**config.mk**
```make
export PLATFORM = sky130hd
export DESIGN_NAME = instr_fetch
export DESIGN_NICKNAME = d
export VERILOG_FILES = /design/src/rtl/fetch_pkg.sv /design/src/rtl/fetch_fifo.sv /design/src/rtl/instr_fetch.sv
export SDC_FILE = /design/constraint.sdc
export NUM_CORES = 1
export LEC_CHECK = 0
export CORE_ASPECT_RATIO = 1.75
export CORE_UTILIZATION = 57
export CTS_CLUSTER_SIZE = 30
export DETAILED_ROUTE_END_ITERATION = 6
export PLACE_DENSITY = 0.86
export SLEW_MARGIN = 20
export SYNTH_ARGS = -nofsm -noshare
export SYNTH_HDL_FRONTEND = slang
export SYNTH_SLANG_ARGS = --single-unit
```
**constraint.sdc**
```tcl
create_clock -name clk -period 4.5 [get_ports clk]
set_input_delay 1.125 -clock clk [delete_from_list [all_inputs] [get_ports clk]]
set_output_delay 1.125 -clock clk [all_outputs]
set_load 0.05 [all_outputs]
```
**src/rtl/fetch_pkg.sv**
```systemverilog
// Shared types and constants for the instruction fetch stage.
package fetch_pkg;

  typedef enum logic [1:0] {
    BOOT  = 2'd0,
    RUN   = 2'd1,
    FLUSH = 2'd2
  } fetch_state_t;

  localparam logic [31:0] NOP_INSTR = 32'h0000_0013;
  localparam int unsigned PC_STEP   = 4;

endpackage

```
**src/rtl/fetch_fifo.sv**
```systemverilog
// In-order {pc, instr} buffer between memory responses and decode.
// Head entry is held in output registers; an empty buffer presents NOP at pc 0.
module fetch_fifo
  import fetch_pkg::*;
#(
  parameter int unsigned INSTR_WIDTH = 32,
  parameter int unsigned ADDR_WIDTH  = 32,
  parameter int unsigned DEPTH       = 4,
  localparam int unsigned PTR_W      = (DEPTH > 1) ? $clog2(DEPTH) : 1,
  localparam int unsigned CNT_W      = $clog2(DEPTH + 1)
) (
  input  logic                   clk,
  input  logic                   rst_n,
  input  logic                   i_flush,
  input  logic                   i_push,
  input  logic [ADDR_WIDTH-1:0]  i_push_pc,
  input  logic [INSTR_WIDTH-1:0] i_push_instr,
  input  logic                   i_pop,
  output logic                   o_valid,
  output logic [ADDR_WIDTH-1:0]  o_pc,
  output logic [INSTR_WIDTH-1:0] o_instr,
  output logic [CNT_W-1:0]       o_count
);

  localparam int unsigned ENTRY_W = ADDR_WIDTH + INSTR_WIDTH;

  logic [ENTRY_W-1:0]     r_mem [DEPTH];
  logic [PTR_W-1:0]       r_wr_ptr;
  logic [PTR_W-1:0]       r_rd_ptr;
  logic [CNT_W-1:0]       r_count;
  logic                   r_valid;
  logic [ADDR_WIDTH-1:0]  r_pc;
  logic [INSTR_WIDTH-1:0] r_instr;

  logic                   w_do_push;
  logic                   w_do_pop;
  logic                   w_head_is_new;
  logic [PTR_W-1:0]       w_rd_ptr_next;
  logic [CNT_W-1:0]       w_count_next;
  logic [ENTRY_W-1:0]     w_head_next;

  function automatic logic [PTR_W-1:0] ptr_inc(input logic [PTR_W-1:0] p);
    return (p == PTR_W'(DEPTH - 1)) ? '0 : p + PTR_W'(1);
  endfunction

  assign w_do_push = i_push && !i_flush && (r_count != CNT_W'(DEPTH));
  assign w_do_pop  = i_pop && r_valid && !i_flush;

  // The new entry becomes the head when it lands in an otherwise empty buffer.
  always_comb begin
    w_rd_ptr_next = w_do_pop ? ptr_inc(r_rd_ptr) : r_rd_ptr;
    w_count_next  = r_count + CNT_W'(w_do_push) - CNT_W'(w_do_pop);
    w_head_is_new = w_do_push && (r_count == CNT_W'(w_do_pop));
    w_head_next   = w_head_is_new ? {i_push_pc, i_push_instr} : r_mem[w_rd_ptr_next];
  end

  always_ff @(posedge clk) begin
    if (w_do_push) begin
      r_mem[r_wr_ptr] <= {i_push_pc, i_push_instr};
    end
  end

  always_ff @(posedge clk or negedge rst_n) begin
    if (!rst_n) begin
      r_wr_ptr <= '0;
      r_rd_ptr <= '0;
      r_count  <= '0;
      r_valid  <= 1'b0;
      r_pc     <= '0;
      r_instr  <= INSTR_WIDTH'(NOP_INSTR);
    end else if (i_flush) begin
      r_wr_ptr <= '0;
      r_rd_ptr <= '0;
      r_count  <= '0;
      r_valid  <= 1'b0;
      r_pc     <= '0;
      r_instr  <= INSTR_WIDTH'(NOP_INSTR);
    end else begin
      if (w_do_push) begin
        r_wr_ptr <= ptr_inc(r_wr_ptr);
      end
      r_rd_ptr <= w_rd_ptr_next;
      r_count  <= w_count_next;
      r_valid  <= (w_count_next != '0);
      if (w_count_next != '0) begin
        {r_pc, r_instr} <= w_head_next;
      end else begin
        r_pc    <= '0;
        r_instr <= INSTR_WIDTH'(NOP_INSTR);
      end
    end
  end

  assign o_valid = r_valid;
  assign o_pc    = r_pc;
  assign o_instr = r_instr;
  assign o_count = r_count;

endmodule

```
**src/rtl/instr_fetch.sv**
```systemverilog
// Fetch stage: PC, request credit tracking, redirect/flush handling.
// Responses still in flight at a redirect are counted as stale and dropped on arrival.
module instr_fetch
  import fetch_pkg::*;
#(
  parameter int unsigned          INSTR_WIDTH = 32,
  parameter int unsigned          ADDR_WIDTH  = 32,
  parameter logic [ADDR_WIDTH-1:0] RESET_PC   = '0,
  parameter int unsigned          DEPTH       = 4,
  localparam int unsigned         CNT_W       = $clog2(DEPTH + 1)
) (
  input  logic                   clk,
  input  logic                   rst_n,
  output logic                   imem_req_valid,
  input  logic                   imem_req_ready,
  output logic [ADDR_WIDTH-1:0]  imem_req_addr,
  input  logic                   imem_rsp_valid,
  input  logic [INSTR_WIDTH-1:0] imem_rsp_data,
  input  logic                   redirect_valid,
  input  logic [ADDR_WIDTH-1:0]  redirect_pc,
  output logic                   instr_valid,
  input  logic                   instr_ready,
  output logic [INSTR_WIDTH-1:0] instr,
  output logic [ADDR_WIDTH-1:0]  instr_pc
);

  localparam logic [ADDR_WIDTH-1:0] BOOT_PC   = RESET_PC & ~ADDR_WIDTH'(3);
  localparam logic [CNT_W:0]        REQ_LIMIT = (CNT_W + 1)'(DEPTH);

  fetch_state_t          r_state;
  logic [ADDR_WIDTH-1:0] r_pc;
  logic [ADDR_WIDTH-1:0] r_push_pc;
  logic [CNT_W-1:0]      r_inflight;
  logic [CNT_W-1:0]      r_stale;

  logic [ADDR_WIDTH-1:0] w_redirect_pc;
  logic [ADDR_WIDTH-1:0] w_pc_step;
  logic [CNT_W-1:0]      w_occ;
  logic [CNT_W-1:0]      w_inflight_next;
  logic [CNT_W-1:0]      w_stale_dec;
  logic [CNT_W:0]        w_committed;
  logic                  w_req_accept;
  logic                  w_rsp_eff;
  logic                  w_push;
  logic                  w_pop;

  assign w_pc_step     = ADDR_WIDTH'(PC_STEP);
  assign w_redirect_pc = redirect_pc & ~ADDR_WIDTH'(3);

  // Credit excludes a same-cycle pop, so issue depends on registered state only.
  assign w_committed    = {1'b0, r_inflight} + {1'b0, w_occ};
  assign imem_req_valid = (r_state == RUN) && (w_committed < REQ_LIMIT);
  assign imem_req_addr  = r_pc;

  assign w_req_accept    = imem_req_valid && imem_req_ready;
  assign w_rsp_eff       = imem_rsp_valid && (r_inflight != '0);
  assign w_push          = w_rsp_eff && (r_stale == '0) && !redirect_valid;
  assign w_pop           = instr_valid && instr_ready;
  assign w_inflight_next = r_inflight + CNT_W'(w_req_accept) - CNT_W'(w_rsp_eff);
  assign w_stale_dec     = (w_rsp_eff && (r_stale != '0)) ? r_stale - CNT_W'(1) : r_stale;

  always_ff @(posedge clk or negedge rst_n) begin
    if (!rst_n) begin
      r_state    <= BOOT;
      r_pc       <= BOOT_PC;
      r_push_pc  <= BOOT_PC;
      r_inflight <= '0;
      r_stale    <= '0;
    end else begin
      r_inflight <= w_inflight_next;
      if (redirect_valid) begin
        r_pc      <= w_redirect_pc;
        r_push_pc <= w_redirect_pc;
        r_stale   <= w_inflight_next;
        r_state   <= ((r_state == FLUSH) || (w_inflight_next != '0)) ? FLUSH : RUN;
      end else begin
        if (w_req_accept) begin
          r_pc <= r_pc + w_pc_step;
        end
        if (w_push) begin
          r_push_pc <= r_push_pc + w_pc_step;
        end
        r_stale <= w_stale_dec;
        case (r_state)
          BOOT:    r_state <= RUN;
          RUN:     r_state <= RUN;
          FLUSH:   if (w_stale_dec == '0) r_state <= RUN;
          default: r_state <= BOOT;
        endcase
      end
    end
  end

  fetch_fifo #(
    .INSTR_WIDTH(INSTR_WIDTH),
    .ADDR_WIDTH (ADDR_WIDTH),
    .DEPTH      (DEPTH)
  ) u_fifo (
    .clk         (clk),
    .rst_n       (rst_n),
    .i_flush     (redirect_valid),
    .i_push      (w_push),
    .i_push_pc   (r_push_pc),
    .i_push_instr(imem_rsp_data),
    .i_pop       (w_pop),
    .o_valid     (instr_valid),
    .o_pc        (instr_pc),
    .o_instr     (instr),
    .o_count     (w_occ)
  );

endmodule

```
**Word-level counts from Yosys, hierarchy flattened**

Memory sizes are Yosys's and may differ from the RTL's.
Index checks and enable logic that the tools add are counted.

- Equality and inequality tests: 7
- Reduce and logical (&&, ||, !) cells: 25
- $add $sub $neg: 10
- Mux-type cells: 25
- Order comparisons: 1

Operators with widths:

| cell | number |
|---|---|
| 32-bit 2-to-1 mux | 8 |
| 32-bit by 3-bit adder with 32-bit output (second input constant) | 2 |
| 64-bit 2-to-1 mux | 1 |
| 2-bit 2-to-1 mux | 9 |
| 1-bit logical AND | 12 |
| 3-bit nonzero test | 4 |
| 3-bit 2-to-1 mux | 3 |
| 3-bit by 1-bit adder with 3-bit output | 2 |
| 2-bit equality test (second input constant) | 3 |
| 3-bit zero test | 2 |
| 2-bit nonzero test | 3 |
| 3-bit by 1-bit subtractor with 3-bit output | 2 |
| 2-bit by 1-bit adder with 2-bit output (second input constant) | 2 |
| 3-bit by 3-bit adder with 4-bit output | 1 |
| 4-bit by 3-bit less-than comparator with 1-bit output (second input constant) | 1 |
| 2-bit one-hot mux with 2 select lines | 1 |
| 3-bit by 1-bit equality test with 1-bit output | 1 |
| 1-bit 2-to-1 mux | 3 |
| 3-bit by 2-bit inequality test with 1-bit output (second input constant) | 1 |
| 3-bit inequality test (second input constant) | 1 |
| 3-bit by 1-bit subtractor with 3-bit output (second input constant) | 1 |
| 2-bit by 1-bit equality test with 1-bit output (second input constant) | 1 |
| 2-bit zero test | 1 |
| 2-bit OR reduction | 1 |
| other kinds (2) | 2 |

- Register bits after elaboration: 144
- Memories: 1
- Output and inout bits: 98
- Memory bits (writable): 256
- Word-level logic and storage cells: 80
- Bits of input ports: 70

Memory list:

| memory | depth | width | read ports | clocked after memory_dff | wr ports | line | text |
|---|---|---|---|---|---|---|---|
| u_fifo.r_mem | 4 | 64 | 1 | 0 | 1 | fetch_fifo.sv:27 | `logic [ENTRY_W-1:0] r_mem [DEPTH];` |

**Depth between registers and ports, before layout**

Gate-level depths: netlist of the first run.

- Depth in word-level cells: 11
- Mapped depth: 14

**Hierarchy**

Synthesis of the first run repeated with hierarchy kept, for this count alone.

- Cell total of the unflattened synthesis: 1164
- Area total of the unflattened synthesis: 16918.7 um^2

Modules (own cells, without submodules):

| module | sequential area each (um^2) | times used | area an instance (um^2) | cells an instance |
|---|---|---|---|---|
| fetch_fifo | 9492.9 | 1 | 12827.3 | 752 |
| instr_fetch | 1701.6 | 1 | 4091.4 | 412 |

**Least setup slack after synthesis of the first run**

OpenSTA, ideal clock, no wires.

- Path type: input -> register
- From: input imem_rsp_valid
- To: memory u_fifo.r_mem[1][0] (netlist bit), enable pin
- Stages on the path: 4
- Arrival time: 3543 ps
- Path buffers: 1
- Slack: 531 ps
- Library setup time: 426 ps
- Cell sequence: o31ai_2 -> clkbuf_1 -> a2111oi_2 -> and2_1

- Longest elaborated chain between the ends: 7

RTL lines:

| what | line | text |
|---|---|---|
| from (decl) | instr_fetch.sv:17 | `input logic imem_rsp_valid,` |
| 1-bit logical AND | instr_fetch.sv:56 | `assign w_rsp_eff = imem_rsp_valid && (r_inflight != '0);` |
| 1-bit logical AND (2 in a row) | instr_fetch.sv:57 | `assign w_push = w_rsp_eff && (r_stale == '0) && !redirect_valid;` |
| 1-bit logical AND (2 in a row) | fetch_fifo.sv:46 | `assign w_do_push = i_push && !i_flush && (r_count != CNT_W'(DEPTH));` |
| 1-bit 2-to-1 mux | fetch_fifo.sv:58 | `if (w_do_push) begin` |
| 1-bit 2-to-1 mux (implied by the code) | fetch_fifo.sv:59 | `r_mem[r_wr_ptr] <= {i_push_pc, i_push_instr};` |
| to (decl) | fetch_fifo.sv:27 |  |

No other way between the ends.

**Worst setup path in the final report of the first run**

- From: register u_fifo.r_count[2] (netlist: u_fifo.o_count[2])
- To: output imem_req_valid

- Longest elaborated chain between the ends: 3

RTL lines:

| what | line | text |
|---|---|---|
| from (decl) | fetch_fifo.sv:30 | `logic [CNT_W-1:0] r_count;` |
| from (signal assigned) | fetch_fifo.sv:83 | `r_count <= w_count_next;` |
| 3-bit by 3-bit adder with 4-bit output | instr_fetch.sv:51 | `assign w_committed = {1'b0, r_inflight} + {1'b0, w_occ};` |
| 4-bit by 3-bit less-than comparator with 1-bit output | instr_fetch.sv:52 | `assign imem_req_valid = (r_state == RUN) && (w_committed < REQ_LIMIT);` |
| 1-bit logical AND | instr_fetch.sv:52 |  |
| to (decl) | instr_fetch.sv:14 | `output logic imem_req_valid,` |

No other way between the ends.

==> results of run 1 <==
==> cell usage after synthesis, drive strengths merged (3+ instances only) <==
master and instances:
o21ai 9, nand3 18, buf 27, or4 6
dfstp 3, nand2 24, inv 83, o41a 3
nor2 114, nand4 26, a311oi 42, and2 13
ha 15, nor4 30, a211oi 71, nor3 25
xnor2 8, a2111oi 119, edfxtp 248, a21oi 13
a31oi 9, and4b 4, o221ai 3, and3 18
mux2i 71, o31ai 4, and4 16, a31o 4
mux2 5, or2 3, clkbuf 83, dfrtp 136
nor2b 22, xor2 3
==> worst reg2reg max path, delay by kind of cell (launching register included) <==
family,cells,cell delay (ns)
compound gates,2,0.45
fa+ha+maj,4,1.27
buf+inv,4,0.39
flops,1,0.46
simple gates,2,0.86
==> metrics by stage <==
stage | worst slack, ns | utilization | area [um2] | power, mW | std cells
2_1_floorplan | 0.531 | - | 16900 | 6.12 | 1307
3_3_place_gp | 0.340 | 0.648 | 19000 | 7.11 | 1773
3_5_place_dp | 0.301 | 0.648 | 19000 | 7.17 | 1773
4_1_cts | 0.443 | 0.686 | 20100 | 10.1 | 1835
5_1_grt | 0.348 | 0.686 | 20100 | 10.4 | 1836
6_report | 0.469 | 0.686 | 20100 | 10.1 | 1836
==> routing by layer <==
layer  GRT usage  vias up  routed length, um
li1            -     5365                  -
met1       0.332     6066              15600
met2       0.499      709              22300
met3      0.0364      158               2920
met4       0.175        0               2250
met5           0        -                  0
==> final cells by class <==
| type | count | area [um2] | area share |
|---|---|---|---|
| tap | 382 | 478 | 0.0238 |
| clock buffer | 43 | 968 | 0.0482 |
| timing repair buffer | 194 | 1960 | 0.0975 |
| sequential | 387 | 10900 | 0.544 |
| multi-input combinational | 727 | 5290 | 0.263 |
| clock inverter | 19 | 166 | 0.00828 |
| inverter | 83 | 312 | 0.0155 |
| antenna | 1 | 2.50 | 0.000124 |
==> worst min-delay path by stage <==
stage / from / to / depth (start not counted)
detailed placement: r_state[1] / r_state[1] / 2
global placement: r_state[0] / r_state[1] / 3
finish: r_state[1] / r_state[1] / 2
CTS: r_state[1] / r_state[1] / 2
floorplan: r_push_pc[9] / u_fifo.r_mem[0][41] / 0
global route: r_state[1] / r_state[1] / 2
==> power by group <==
part	internal, mW	switching, mW	leakage (nW)
combinational	0.834	1.78	2.56
clock	1.66	1.30	0.545
sequential	4.19	0.319	3.97
==> sequential cells by signal (all words and copies together), names as in the netlist <==
register and cells:
r_state 2, r_stale 3, r_inflight 3, u_fifo.o_count 3
u_fifo.r_rd_ptr 2, u_fifo.o_valid 1, r_push_pc 30, u_fifo.o_instr 32
u_fifo.o_pc 31, u_fifo.r_mem 248, imem_req_addr 30, u_fifo.r_wr_ptr 2
==> cell families (layout without fill, tap and decap cells) <==
kind of cell               after synthesis  after routing
adders and majority gates               17             17
other                                    1              4
muxes                                   76             76
buffers and inverters                  193            339
xor gates and xnor gates                12             12
AOI/OAI and AO/OA                      290            290
and+or+nand+nor                        329            329
DFF                                    387            387
==> cell usage in the layout (no fill, tap or decap), types with 4 or more instances in the layout <==
| master | n |
|---|---|
| edfxtp_1 | 248 |
| clkdlybuf4s50_1 | 161 |
| dfrtp_1 | 135 |
| a2111oi_0 | 118 |
| nor2_1 | 113 |
| inv_1 | 81 |
| a211oi_1 | 71 |
| mux2i_1 | 70 |
| a311oi_1 | 42 |
| clkbuf_16 | 37 |
| nor4_1 | 29 |
| nand4_1 | 26 |
| nor3_1 | 25 |
| nand2_1 | 24 |
| buf_4 | 23 |
| nor2b_1 | 22 |
| and3_1 | 17 |
| nand3_1 | 17 |
| and4_1 | 16 |
| ha_1 | 15 |
| a21oi_1 | 13 |
| o21ai_0 | 9 |
| a31oi_1 | 9 |
| xnor2_1 | 8 |
| and2_1 | 8 |
| buf_12 | 8 |
| or4_1 | 6 |
| clkinv_1 | 6 |
| mux2_2 | 5 |
| a31o_2 | 4 |
| clkinvlp_4 | 4 |
| clkbuf_1 | 4 |
| clkinv_2 | 4 |
==> results.sh, run 1 <==
export IMPL_antenna_found_initial=1
export IMPL_ios=168
export IMPL_finalHoldViolCount=0
export IMPL_synth_edf_count=248
export IMPL_yosys_most_used_dff="edfxtp_1"
export IMPL_syn_area_per_cell_um2=13.0
export IMPL_async_flop_share=0.359
export IMPL_cp_cell_sequence="ha_1 -> or4b_4 -> nor3_1 -> clkdlybuf4s50_1"
export IMPL_syn_to_final_growth_pct=18.7
export IMPL_grt_pass1_vias=12700
export IMPL_synth_seq_cells=387
export IMPL_path_class="reg2out"
export IMPL_cts_root_buffer="clkbuf_16"
export IMPL_final_setup_tns_ns=0
export IMPL_max_freq_mhz=248
export IMPL_wl_per_cell_um=23.5
export IMPL_r2r_worst_path_cells=12
export IMPL_cp_end_kind="output pin"
export IMPL_slowest_stage="clkdlybuf4s50_1"
export IMPL_die_h_um=230
export IMPL_overflow=0
export IMPL_synth_compound_area_share=0.139
export IMPL_drv_slew=0
export IMPL_portBuffers=163
export IMPL_worst_hold_slack_ns=0.563
export IMPL_powerDensity_nw_per_um2=501
export IMPL_grt_pass1_wl_mm=67.3
export IMPL_core_um2=29300
export IMPL_cp_max_fo=4
export IMPL_hp_class="reg2reg"
export IMPL_wl_mm=43.1
export IMPL_setup_viol=0
export IMPL_final_nets=1514
export IMPL_seq_area_frac_synth=0.645
export IMPL_leakage_nw=7.07
export IMPL_crit_path_max_incr_delay_ns=0.84
export IMPL_ir_worst_vdd_v=0.000335
export IMPL_status="completed"
export IMPL_synth_top_family_by_area="compound AO/OA/AOI/OAI gates"
export IMPL_finClkSkew_ns=0.0185
export IMPL_antenna_left=0
export IMPL_rrSetupSlack_ns=0.95
export IMPL_muxShareOfSynthArea=0.0453
export IMPL_synthesis_area_um2=16900
export IMPL_relSlewSlack=0.282
export IMPL_synth_largest_area_cell="edfxtp_1"
export IMPL_drive_gt1_frac=0.0812
export IMPL_clock_sinks=387
export IMPL_vias_per_cell=6.70
export IMPL_crit_family="buffers and inverters"
export IMPL_required_ns=3.38
export IMPL_synth_distinct_cells=63
export IMPL_num_vias=12300
export IMPL_worst_pin_slew_ns=1.07
export IMPL_timing_rr_start="u_fifo.o_count[2]"
export IMPL_netlist_area_leader_share=0.440
export IMPL_clk_pin_slew_ns=0.06
export IMPL_synthAdderAreaFrac=0.0134
export IMPL_path_depth=4
export IMPL_design_die_area_um2=30400
export IMPL_drt_iter0_drc=1180
export IMPL_h_tree_depth=2
export IMPL_path_buf_inv=1
export IMPL_period_minus_slack_ns=4.03
export IMPL_hpwl_mm=24.7
export IMPL_drc=0
export IMPL_first_pass_iters=5
export IMPL_yosys_top_cells_area="edfxtp_1 44%, dfrtp_1 20%, a2111oi_0 6.1%"
export IMPL_die_x_um=132
export IMPL_synth_xor_area_share=0.00702
export IMPL_rsz0062_at_grt="false"
export IMPL_cts_resized=0
export IMPL_gp_congestion=0.907
export IMPL_cts_tree="done"
export IMPL_grt_max_degree=87
export IMPL_startpoint_type="flip-flop"
export IMPL_setup_worst_path_start="u_fifo.o_count[2]"
export IMPL_maxCapViolations=0
export IMPL_clockBufferDepth=3
export IMPL_crit_end="imem_req_valid"
export IMPL_hold_buffers=0
export IMPL_yosysWarnings=0
export IMPL_cts_buffers_inserted=34
export IMPL_fin_crit_sh=0.896
export IMPL_rows=83
export IMPL_track_usage=0.285
export IMPL_synthCells=1305
export IMPL_yosys_area_share_simple=0.104
export IMPL_start_util=0.578
export IMPL_critPathArrivalTime_ns=2.91
export IMPL_final_fill_count=1998
export IMPL_cts_setup_buffers=0
export IMPL_r2r_end="r_state[1]"
export IMPL_clk_latency_ns=0.53
(Power assumes the default switching activity.)
==> inputs of run 2 (changes only) <==
--- a/config.mk
+++ b/config.mk
@@ -6,10 +6,10 @@
 export NUM_CORES = 1
 export LEC_CHECK = 0
 export CORE_ASPECT_RATIO = 1.75
-export CORE_UTILIZATION = 57
+export CORE_UTILIZATION = 62
 export CTS_CLUSTER_SIZE = 30
 export DETAILED_ROUTE_END_ITERATION = 6
-export PLACE_DENSITY = 0.86
+export PLACE_DENSITY = 0.92
 export SLEW_MARGIN = 20
 export SYNTH_ARGS = -nofsm -noshare
 export SYNTH_HDL_FRONTEND = slang
==> constraint.sdc (replaced) <==
create_clock -name clk -period 4.8 [get_ports clk]
set_input_delay 1.2 -clock clk [delete_from_list [all_inputs] [get_ports clk]]
set_output_delay 1.2 -clock clk [all_outputs]
set_load 0.05 [all_outputs]
==> results.sh, run 2 (synthesized netlist as in run 1, its figures left out) <==
export IMPL_finClkSkew_ns=0.0151
export IMPL_gp_congestion=0.916
export IMPL_final_cell_mix="248 x edfxtp_1, 161 x clkdlybuf4s50_1, 135 x dfrtp_1"
export IMPL_portBuffers=163
export IMPL_rrSetupSlack_ns=0.92
export IMPL_leakage_nw=7.11
export IMPL_internal_power_mw=6.33
export IMPL_pwr_share_clk=0.296
export IMPL_clockBufferDepth=3
export IMPL_required_ns=3.60
export IMPL_maxCapViolations=0
export IMPL_final_common_cell="edfxtp_1"
export IMPL_cts_root_buffer="clkbuf_16"
export IMPL_cts_buffers_inserted=34
export IMPL_critPathArrivalTime_ns=2.90
export IMPL_die_h_um=221
export IMPL_design_die_area_um2=28000
export IMPL_setup_viol=0
export IMPL_pwr_share_comb=0.261
export IMPL_drive_gt1_frac=0.0845
export IMPL_rsz0062_at_grt="false"
export IMPL_hpwl_mm=25.4
export IMPL_clk_pin_slew_ns=0.06
export IMPL_wl_mm=44.5
export IMPL_clk_latency_ns=0.53
export IMPL_min_from="r_state[1]"
export IMPL_cp_end_kind="output pin"
export IMPL_slowest_stage="clkdlybuf4s50_1"
export IMPL_grt_max_degree=93
export IMPL_clock_sinks=387
export IMPL_powerDensity_nw_per_um2=475
export IMPL_path_class="reg2out"
export IMPL_register_area_um2=10900
export IMPL_cp_cell_sequence="ha_1 -> or4b_4 -> nor3_1 -> clkdlybuf4s50_1"
export IMPL_start_util=0.635
export IMPL_largest_reg_flops=248
export IMPL_rows=79
export IMPL_final_fill_count=1542
export IMPL_h_tree_depth=2
export IMPL_sw_frac_of_total=0.337
export IMPL_period_minus_slack_ns=4.10
export IMPL_wl_per_cell_um=25.0
export IMPL_multi_input_area_um2=5280
export IMPL_power_switching_mw=3.21
export IMPL_hp_class="reg2reg"
export IMPL_core_um2=26700
export IMPL_min_to="r_state[1]"
export IMPL_r2r_worst_path_cells=12
export IMPL_antenna_left=0
export IMPL_ios=168
export IMPL_die_x_um=127
export IMPL_status="completed"
export IMPL_hold_depth=2
export IMPL_cts_tree="done"
export IMPL_overflow=0
export IMPL_startpoint_type="flip-flop"
export IMPL_num_vias=12500
export IMPL_crit_family="buffers and inverters"
export IMPL_drc=0
export IMPL_worst_pin_slew_ns=1.21
export IMPL_cp_max_fo=4
export IMPL_finalHoldViolCount=0
export IMPL_r2r_end="u_fifo.o_pc[19]"
export IMPL_cts_setup_buffers=0
export IMPL_grt_pass1_wl_mm=68.8
export IMPL_relSlewSlack=0.183
export IMPL_path_buf_inv=1
export IMPL_antenna_found_initial=0
export IMPL_crit_path_max_incr_delay_ns=0.83
export IMPL_final_setup_tns_ns=0
export IMPL_worst_hold_slack_ns=0.555
export IMPL_grt_pass1_vias=12500
export IMPL_fin_crit_sh=0.853
export IMPL_syn_to_final_growth_pct=18.7
export IMPL_final_nets=1516
export IMPL_vias_per_cell=7.03
export IMPL_drt_iter0_drc=1419
export IMPL_track_usage=0.321
export IMPL_timing_rr_start="r_stale[0]"
export IMPL_path_depth=4
export IMPL_drv_slew=0
export IMPL_cts_resized=0
export IMPL_max_freq_mhz=244
export IMPL_regMostFlops="u_fifo.r_mem"
export IMPL_ir_worst_vdd_v=0.000341
export IMPL_p_seq_frac=0.443
export IMPL_first_pass_iters=5
export IMPL_hold_buffers=0
[run 2: cell type report]
cell class	count	area share
well taps	324	0.0202
clock buffers	42	0.0480
inverters	83	0.0156
diodes	1	0.000125
repair buffers	196	0.100
flip-flops and latches	387	0.544
multi-input cells	727	0.263
clock inverters	20	0.00915
[run 2: worst max path at each step]
stage / end / startpoint / slack (ns)
after floorplan: u_fifo.r_mem[1][0] / imem_rsp_valid / 0.76
after global placement: u_fifo.o_pc[26] / imem_rsp_valid / 0.51
after detailed placement: u_fifo.o_instr[19] / imem_rsp_valid / 0.38
after CTS: imem_req_valid / u_fifo.o_count[2] / 0.69
after global routing: imem_req_valid / u_fifo.o_count[2] / 0.65
final: imem_req_valid / u_fifo.o_count[2] / 0.70
[run 2: worst register-to-register path, cell delays in order, from the launching register on]
cell and delay, ns:
dfrtp_1 0.40, inv_1 0.12, ha_1 0.24, nand2b_1 0.09, buf_4 0.19, a2111oi_2 0.42, ha_1 0.22, inv_1 0.06
fa_1 0.38, xnor3_1 0.22, a31o_2 0.41, buf_12 0.24, a2111oi_0 0.69
[run 2: power groups by stage]
stage / clock, mW / combinational (mW) / sequential [mW]
floorplan: 0 / 0.805 / 4.94
global placement: 0 / 2.41 / 4.26
CTS: 2.83 / 2.49 / 4.22
detailed placement: 0 / 2.47 / 4.28
finish: 2.83 / 2.50 / 4.22
global route: 2.94 / 2.63 / 4.25
[run 2: per-layer routing]
layer | vias to the layer above | global-route usage | wire [um]
li1 | 5363 | - | -
met3 | 146 | 0.0351 | 3290
met5 | - | 0 | 0
met2 | 808 | 0.568 | 23600
met1 | 6193 | 0.391 | 15700
met4 | 0 | 0.162 | 1850
[run 2: stage by stage]
| step | setup WS (ns) | total power, mW | util | instance area, um2 | cells |
|---|---|---|---|---|---|
| 3_5_place_dp | 0.385 | 6.74 | 0.710 | 18900 | 1717 |
| 6_report | 0.704 | 9.55 | 0.753 | 20100 | 1780 |
| 3_3_place_gp | 0.510 | 6.67 | 0.710 | 18900 | 1717 |
| 2_1_floorplan | 0.756 | 5.74 | - | 16900 | 1307 |
| 5_1_grt | 0.653 | 9.82 | 0.753 | 20100 | 1779 |
| 4_1_cts | 0.692 | 9.54 | 0.753 | 20100 | 1779 |
==> inputs of run 3 (changes only) <==
--- a/config.mk
+++ b/config.mk
@@ -5,6 +5,7 @@
 export SDC_FILE = /design/constraint.sdc
 export NUM_CORES = 1
 export LEC_CHECK = 0
+export CAP_MARGIN = 20
 export CORE_ASPECT_RATIO = 1.75
 export CORE_UTILIZATION = 62
 export CTS_CLUSTER_SIZE = 30
==> results of run 3 <==
Final layout, timing and power as in run 2 (identical DEF).
